===== src/rtl/demux_4_dispatch.sv =====
// demux_4_dispatch
//
// Routes a single WIDTH-bit operand stream to one of four destination ports.
// The destination is chosen by a 2-bit select that travels with each beat.
// This is the issue-side inverse of a 4:1 operand mux. It holds one
// registered entry, and every port uses valid/ready handshakes.
//
// Handshake rule (input and every output port): a beat transfers on a rising
// edge exactly when valid and ready are both high in the cycle before that
// edge. A producer holds valid and its payload stable until the transfer.
// in_ready is combinational from state, flush and out_ready only.
//
// Ports:
//   clk        clock; all state changes on its rising edge
//   rst        asynchronous active-high reset
//   S          destination select, captured with in_data on input handshake
//   in_data    operand to dispatch
//   in_valid   in_data/S valid
//   in_ready   block can accept a beat this cycle
//   flush      synchronous drop of the held entry (highest priority)
//   out0..3    per-port registered data
//   out_valid  one-hot (or zero) per-port valid
//   out_ready  per-port consumer ready
//   cnt0..3    per-port delivered-beat counters
//
// Build option: define DEMUX_4_DISPATCH_CNT_EN to implement the per-port
// counters. Without it, cnt0..cnt3 are tied to zero and no counter flops
// exist.

module demux_4_dispatch #(
    parameter int WIDTH = 8,
    parameter int CNT_W = 8
) (
    input  logic             clk,
    input  logic             rst,
    input  logic [1:0]       S,
    input  logic [WIDTH-1:0] in_data,
    input  logic             in_valid,
    output logic             in_ready,
    input  logic             flush,
    output logic [WIDTH-1:0] out0,
    output logic [WIDTH-1:0] out1,
    output logic [WIDTH-1:0] out2,
    output logic [WIDTH-1:0] out3,
    output logic [3:0]       out_valid,
    input  logic [3:0]       out_ready,
    output logic [CNT_W-1:0] cnt0,
    output logic [CNT_W-1:0] cnt1,
    output logic [CNT_W-1:0] cnt2,
    output logic [CNT_W-1:0] cnt3
);

    localparam logic [0:0] ST_EMPTY = 1'b0;
    localparam logic [0:0] ST_FULL  = 1'b1;

    logic [0:0]       state;
    logic [1:0]       sel_q;
    logic [3:0]       valid_q;
    logic [WIDTH-1:0] data_q [4];

    logic sel_ready;
    logic accept;

    // Consumer ready of the port that currently holds the entry. The other
    // ready bits are ignored.
    assign sel_ready = out_ready[sel_q];

    // In FULL, the held entry drains in the same cycle that a new beat is
    // accepted. This gives one beat per cycle with no bubble.
    always_comb begin
        in_ready = 1'b0;
        if (!flush) begin
            if (state == ST_EMPTY) in_ready = 1'b1;
            else                   in_ready = sel_ready;
        end
    end

    assign accept = in_valid & in_ready;

    always_ff @(posedge clk or posedge rst) begin
        if (rst) begin
            state   <= ST_EMPTY;
            sel_q   <= 2'd0;
            valid_q <= 4'b0000;
            for (int k = 0; k < 4; k++) data_q[k] <= '0;
        end else if (flush) begin
            // The entry is dropped. The data registers keep their contents.
            state   <= ST_EMPTY;
            valid_q <= 4'b0000;
        end else if (accept) begin
            state     <= ST_FULL;
            sel_q     <= S;
            valid_q   <= 4'b0001 << S;
            data_q[S] <= in_data;
        end else if (state == ST_FULL && sel_ready) begin
            state   <= ST_EMPTY;
            valid_q <= 4'b0000;
        end
    end

    assign out_valid = valid_q;
    assign out0      = data_q[0];
    assign out1      = data_q[1];
    assign out2      = data_q[2];
    assign out3      = data_q[3];

`ifdef DEMUX_4_DISPATCH_CNT_EN
    logic [CNT_W-1:0] cnt_q [4];
    logic             out_hs;

    // A flushed entry never counts, even if its consumer was ready.
    assign out_hs = (state == ST_FULL) && sel_ready && !flush;

    always_ff @(posedge clk or posedge rst) begin
        if (rst) begin
            for (int k = 0; k < 4; k++) cnt_q[k] <= '0;
        end else if (out_hs) begin
            cnt_q[sel_q] <= cnt_q[sel_q] + 1'b1;
        end
    end

    assign cnt0 = cnt_q[0];
    assign cnt1 = cnt_q[1];
    assign cnt2 = cnt_q[2];
    assign cnt3 = cnt_q[3];
`else
    assign cnt0 = '0;
    assign cnt1 = '0;
    assign cnt2 = '0;
    assign cnt3 = '0;
`endif

endmodule

===== config.mk =====
export PLATFORM = sky130hd
export DESIGN_NAME = demux_4_dispatch
export DESIGN_NICKNAME = d
export VERILOG_FILES = /design/src/rtl/demux_4_dispatch.sv
export SDC_FILE = /design/constraint.sdc
export NUM_CORES = 1
export LEC_CHECK = 0
export BUFFER_PORTS_ARGS = -buffer_cell sky130_fd_sc_hd__buf_2
export CAP_MARGIN = 25
export CORE_UTILIZATION = 41
export CTS_CLUSTER_DIAMETER = 150
export DETAILED_ROUTE_END_ITERATION = 8
export PLACE_DENSITY = 0.75
export SLEW_MARGIN = 20
export SYNTH_ARGS = -nofsm -noshare
export SYNTH_HDL_FRONTEND = slang
export SYNTH_SLANG_ARGS = --single-unit
export TNS_END_PERCENT = 100

===== constraint.sdc =====
create_clock -name clk -period 1.7 [get_ports clk]
set_input_delay 0.085 -clock clk [delete_from_list [all_inputs] [get_ports clk]]
set_output_delay 0.085 -clock clk [all_outputs]
set_load 0.02 [all_outputs]

==> results.toml <==
[synth]
synthAdderAreaFrac_pct = 0
yosysUniqueCellTypes = 20
synthMuxAreaShare_pct = 22.3
synth_top_family_by_area = "multiplexers"
synth-xor-area-share_pct = 0
ys_ff_latch = 39
yosysWarningCount = 0
synth-simple-area-share_pct = 7.02
netlist_instances = 134
synth_compound_area_share_pct = 4.09
syn_area_mm2 = 0.00184
yosysSeqAreaShare_pct = 53.1
syn_avg_cell_area_um2 = 13.7

[worst_hold_path]
hp-class = "in -> reg"
whs_endpoint = "state$_DFFE_PP0P_"
min_path_cells = 3
hold_start = "in_valid"

[die]
initial_utilization_pct = 44.3
rows = 23
die_h_um = 68.9
coreArea_mm2 = 0.00414
die_width_um = 68.9
die_area_mm2 = 0.00475
ios = 87

[detailed_routing]
wire_per_inst_um = 14.0
vias = 1217
drc = 0
drt-total-wl_um = 3660
vias_per_cell = 4.65
postRouteAntennaNets = 0
drtPass1Iterations = 4
drt_iter0_markers = 29

[clocking]
htreeDepth = 2
cts_num_sinks = 39
clkLatencyLatePin_ns = 0.28
cts_buffers = 5
cts_root_buffer = "clkbuf_8"
cts.clk_slew.worst_paths_ns = 0.07
clockBufferDepth = 2
cts_tree = "yes"

[worst_setup_path]
cp.required_ns = 1.87
crit_path_end_kind = "flop"
crit_fanout = 6
path_cells = "mux2_4 > o221ai_4 > nor3b_4 > buf_6 > mux2_2"
cp_num_buf_inv = 1
worstReg2RegStart = "sel_q[1]$_DFFE_PP0P_"
worstPathArrival_ns = 1.93
crit_slowest_cell = "dfrtp_1"
r2r_slack_ns = -0.06
rr_endpoint = "out1[3]$_DFFE_PP0P_"
cp-start-kind = "flop"
cp_top_family = "multiplexers"
crit_type = "reg -> reg"
reg2regPathDepth = 5
critical_path.max_stage_delay_ns = 0.44

[global_route]
grt_pass1_vias = 1135
grtUsageMet3_pct = 6.41
grt.total_usage_pct = 16.4
met2_usage_pct = 25.6
grt-ovfl-total = 0
grt_max_degree = 40
antenna_found_initial = 0
busiest_layer = "met2"
grt_pass1_wl_um = 5500
met1_usage_pct = 21.1

[final_layout]
fin_nets = 229
area_growth_pct = 29.5
diodes = 0
drive_gt1_share_pct = 55.7

[sta]
setup_violations = 22
period_share_pct = 104
setup_ws_ns = -0.0624
final.setup.tns_ns = -0.660
drv_slew = 0
fmax_mhz = 567
report.final.hold_viol_count = 0
fin_crit_ns = 1.76
clock_skew_ns = 0.00389
rsz0062_at_grt = "true"

[placement]
dp_hpwl_um = 2340
portBuffers = 54
routabilityCongestion = 0.762

[power]
power_w = 0.00288
vdd_drop_max_mv = 0.692
powerDensity_mw_per_mm2 = 1210
p_leak_nw = 1.24

[run]
cap_violations = 0

[status]
violations = "setup timing"
outcome = "complete, but fails checks"
-- cells in the mapped netlist --
cell type | number | area share, %
o22ai_1 | 1 | 0.34
a21o_2 | 1 | 0.48
inv_1 | 1 | 0.20
nor2_1 | 3 | 0.61
o221ai_4 | 1 | 1.4
conb_1 | 1 | 0.20
nand2b_1 | 1 | 0.34
a21o_1 | 2 | 0.82
nor2b_1 | 1 | 0.34
and2b_1 | 1 | 0.41
dfrtp_1 | 39 | 53
nand2_1 | 9 | 1.8
buf_4 | 32 | 13
mux2_2 | 34 | 21
nand3_2 | 1 | 0.54
nor3b_4 | 2 | 2.0
mux4_1 | 1 | 1.4
a211oi_1 | 1 | 0.41
o221a_2 | 1 | 0.61
nor3_4 | 1 | 0.89
-- sequential cells by signal, indices dropped and copies added (netlist names) --
signal	count
sel_q	2
state	1
out2	8
out_valid	4
out0	8
out1	8
out3	8
-- routing by layer --
layer | routed length (um) | up-vias
met5 | 0 | -
met4 | 21 | 0
met3 | 333 | 3
met2 | 1680 | 61
met1 | 1620 | 598
li1 | - | 555
-- cell families after synthesis --
logic type,Yosys count
multiplexers,35
flip-flops,39
other,1
buffers and inverters,33
AO/OA/AOI/OAI,7
AND/OR/NAND/NOR,19
-- stage by stage --
stage | setup slack, ns | hold slack [ns] | cells | utilization, % | cell area [um2]
2_1_floorplan | 0.00637 | 0.151 | 165 | - | 1960
3_3_place_gp | -0.136 | 0.223 | 244 | 50.8 | 2110
3_5_place_dp | -0.164 | 0.224 | 244 | 50.8 | 2110
4_1_cts | -0.0202 | 0.0476 | 261 | 55.7 | 2310
5_1_grt | -0.0892 | 0.0571 | 262 | 57.4 | 2380
6_report | -0.0624 | 0.0592 | 262 | 57.4 | 2380
-- power by group --
group          switching (W)  internal (W)
combinational       0.000582      0.000434
sequential          0.000120       0.00115
clock               0.000313      0.000287
total                0.00101       0.00187
-- cells in the final DEF (no fill, tap or decap), types with 2 or more instances in the layout --
master	netlist	layout
a21o_1	2	2
buf_2	0	54
buf_4	32	8
buf_6	0	5
clkbuf_8	0	5
conb_1	1	32
dfrtp_1	39	39
dlygate4sd3_1	0	2
mux2_2	34	20
mux2_4	0	14
nand2_1	9	9
nand3_4	0	2
nor2_1	3	3
nor3b_4	2	2
-- worst max path at each step --
stage / startpoint / endpoint / slack (ns) / depth (start not counted)
floorplan: sel_q[1]$_DFFE_PP0P_ / out1[0]$_DFFE_PP0P_ / 0.006 / 4
global placement: sel_q[1]$_DFFE_PP0P_ / out2[0]$_DFFE_PP0P_ / -0.14 / 4
detailed placement: sel_q[1]$_DFFE_PP0P_ / out1[7]$_DFFE_PP0P_ / -0.16 / 4
CTS: sel_q[1]$_DFFE_PP0P_ / out0[7]$_DFFE_PP0P_ / -0.02 / 5
global route: sel_q[1]$_DFFE_PP0P_ / out1[2]$_DFFE_PP0P_ / -0.09 / 5
finish: sel_q[1]$_DFFE_PP0P_ / out1[3]$_DFFE_PP0P_ / -0.06 / 5
-- worst reg2reg max path: cells and delay by family (launching register included) --
family                 cells  cell delay [ns]
buffers and inverters      1             0.17
AO/OA/AOI/OAI              1             0.17
flip-flops                 1             0.44
multiplexers               2             0.60
AND/OR/NAND/NOR            1             0.27
-- cell type report --
type / count / area [um2]
tap: 50 / 62.6
inverter: 1 / 3.75
multi-input combinational: 94 / 825
sequential: 39 / 976
clock buffer: 6 / 72.6
clock inverter: 2 / 12.5
timing repair buffer: 70 / 427
fill: 337 / 1770
-- repair_timing --
item	CTS	global route
setup endpoints to repair	32	36
pin swaps	5	3
endpoints found under the hold margin	40	0
gates resized for setup	6	15
setup buffers	6	1
cloned	1	0
hold buffers	2	0
Note: power is estimated with default switching activity, not from simulation.
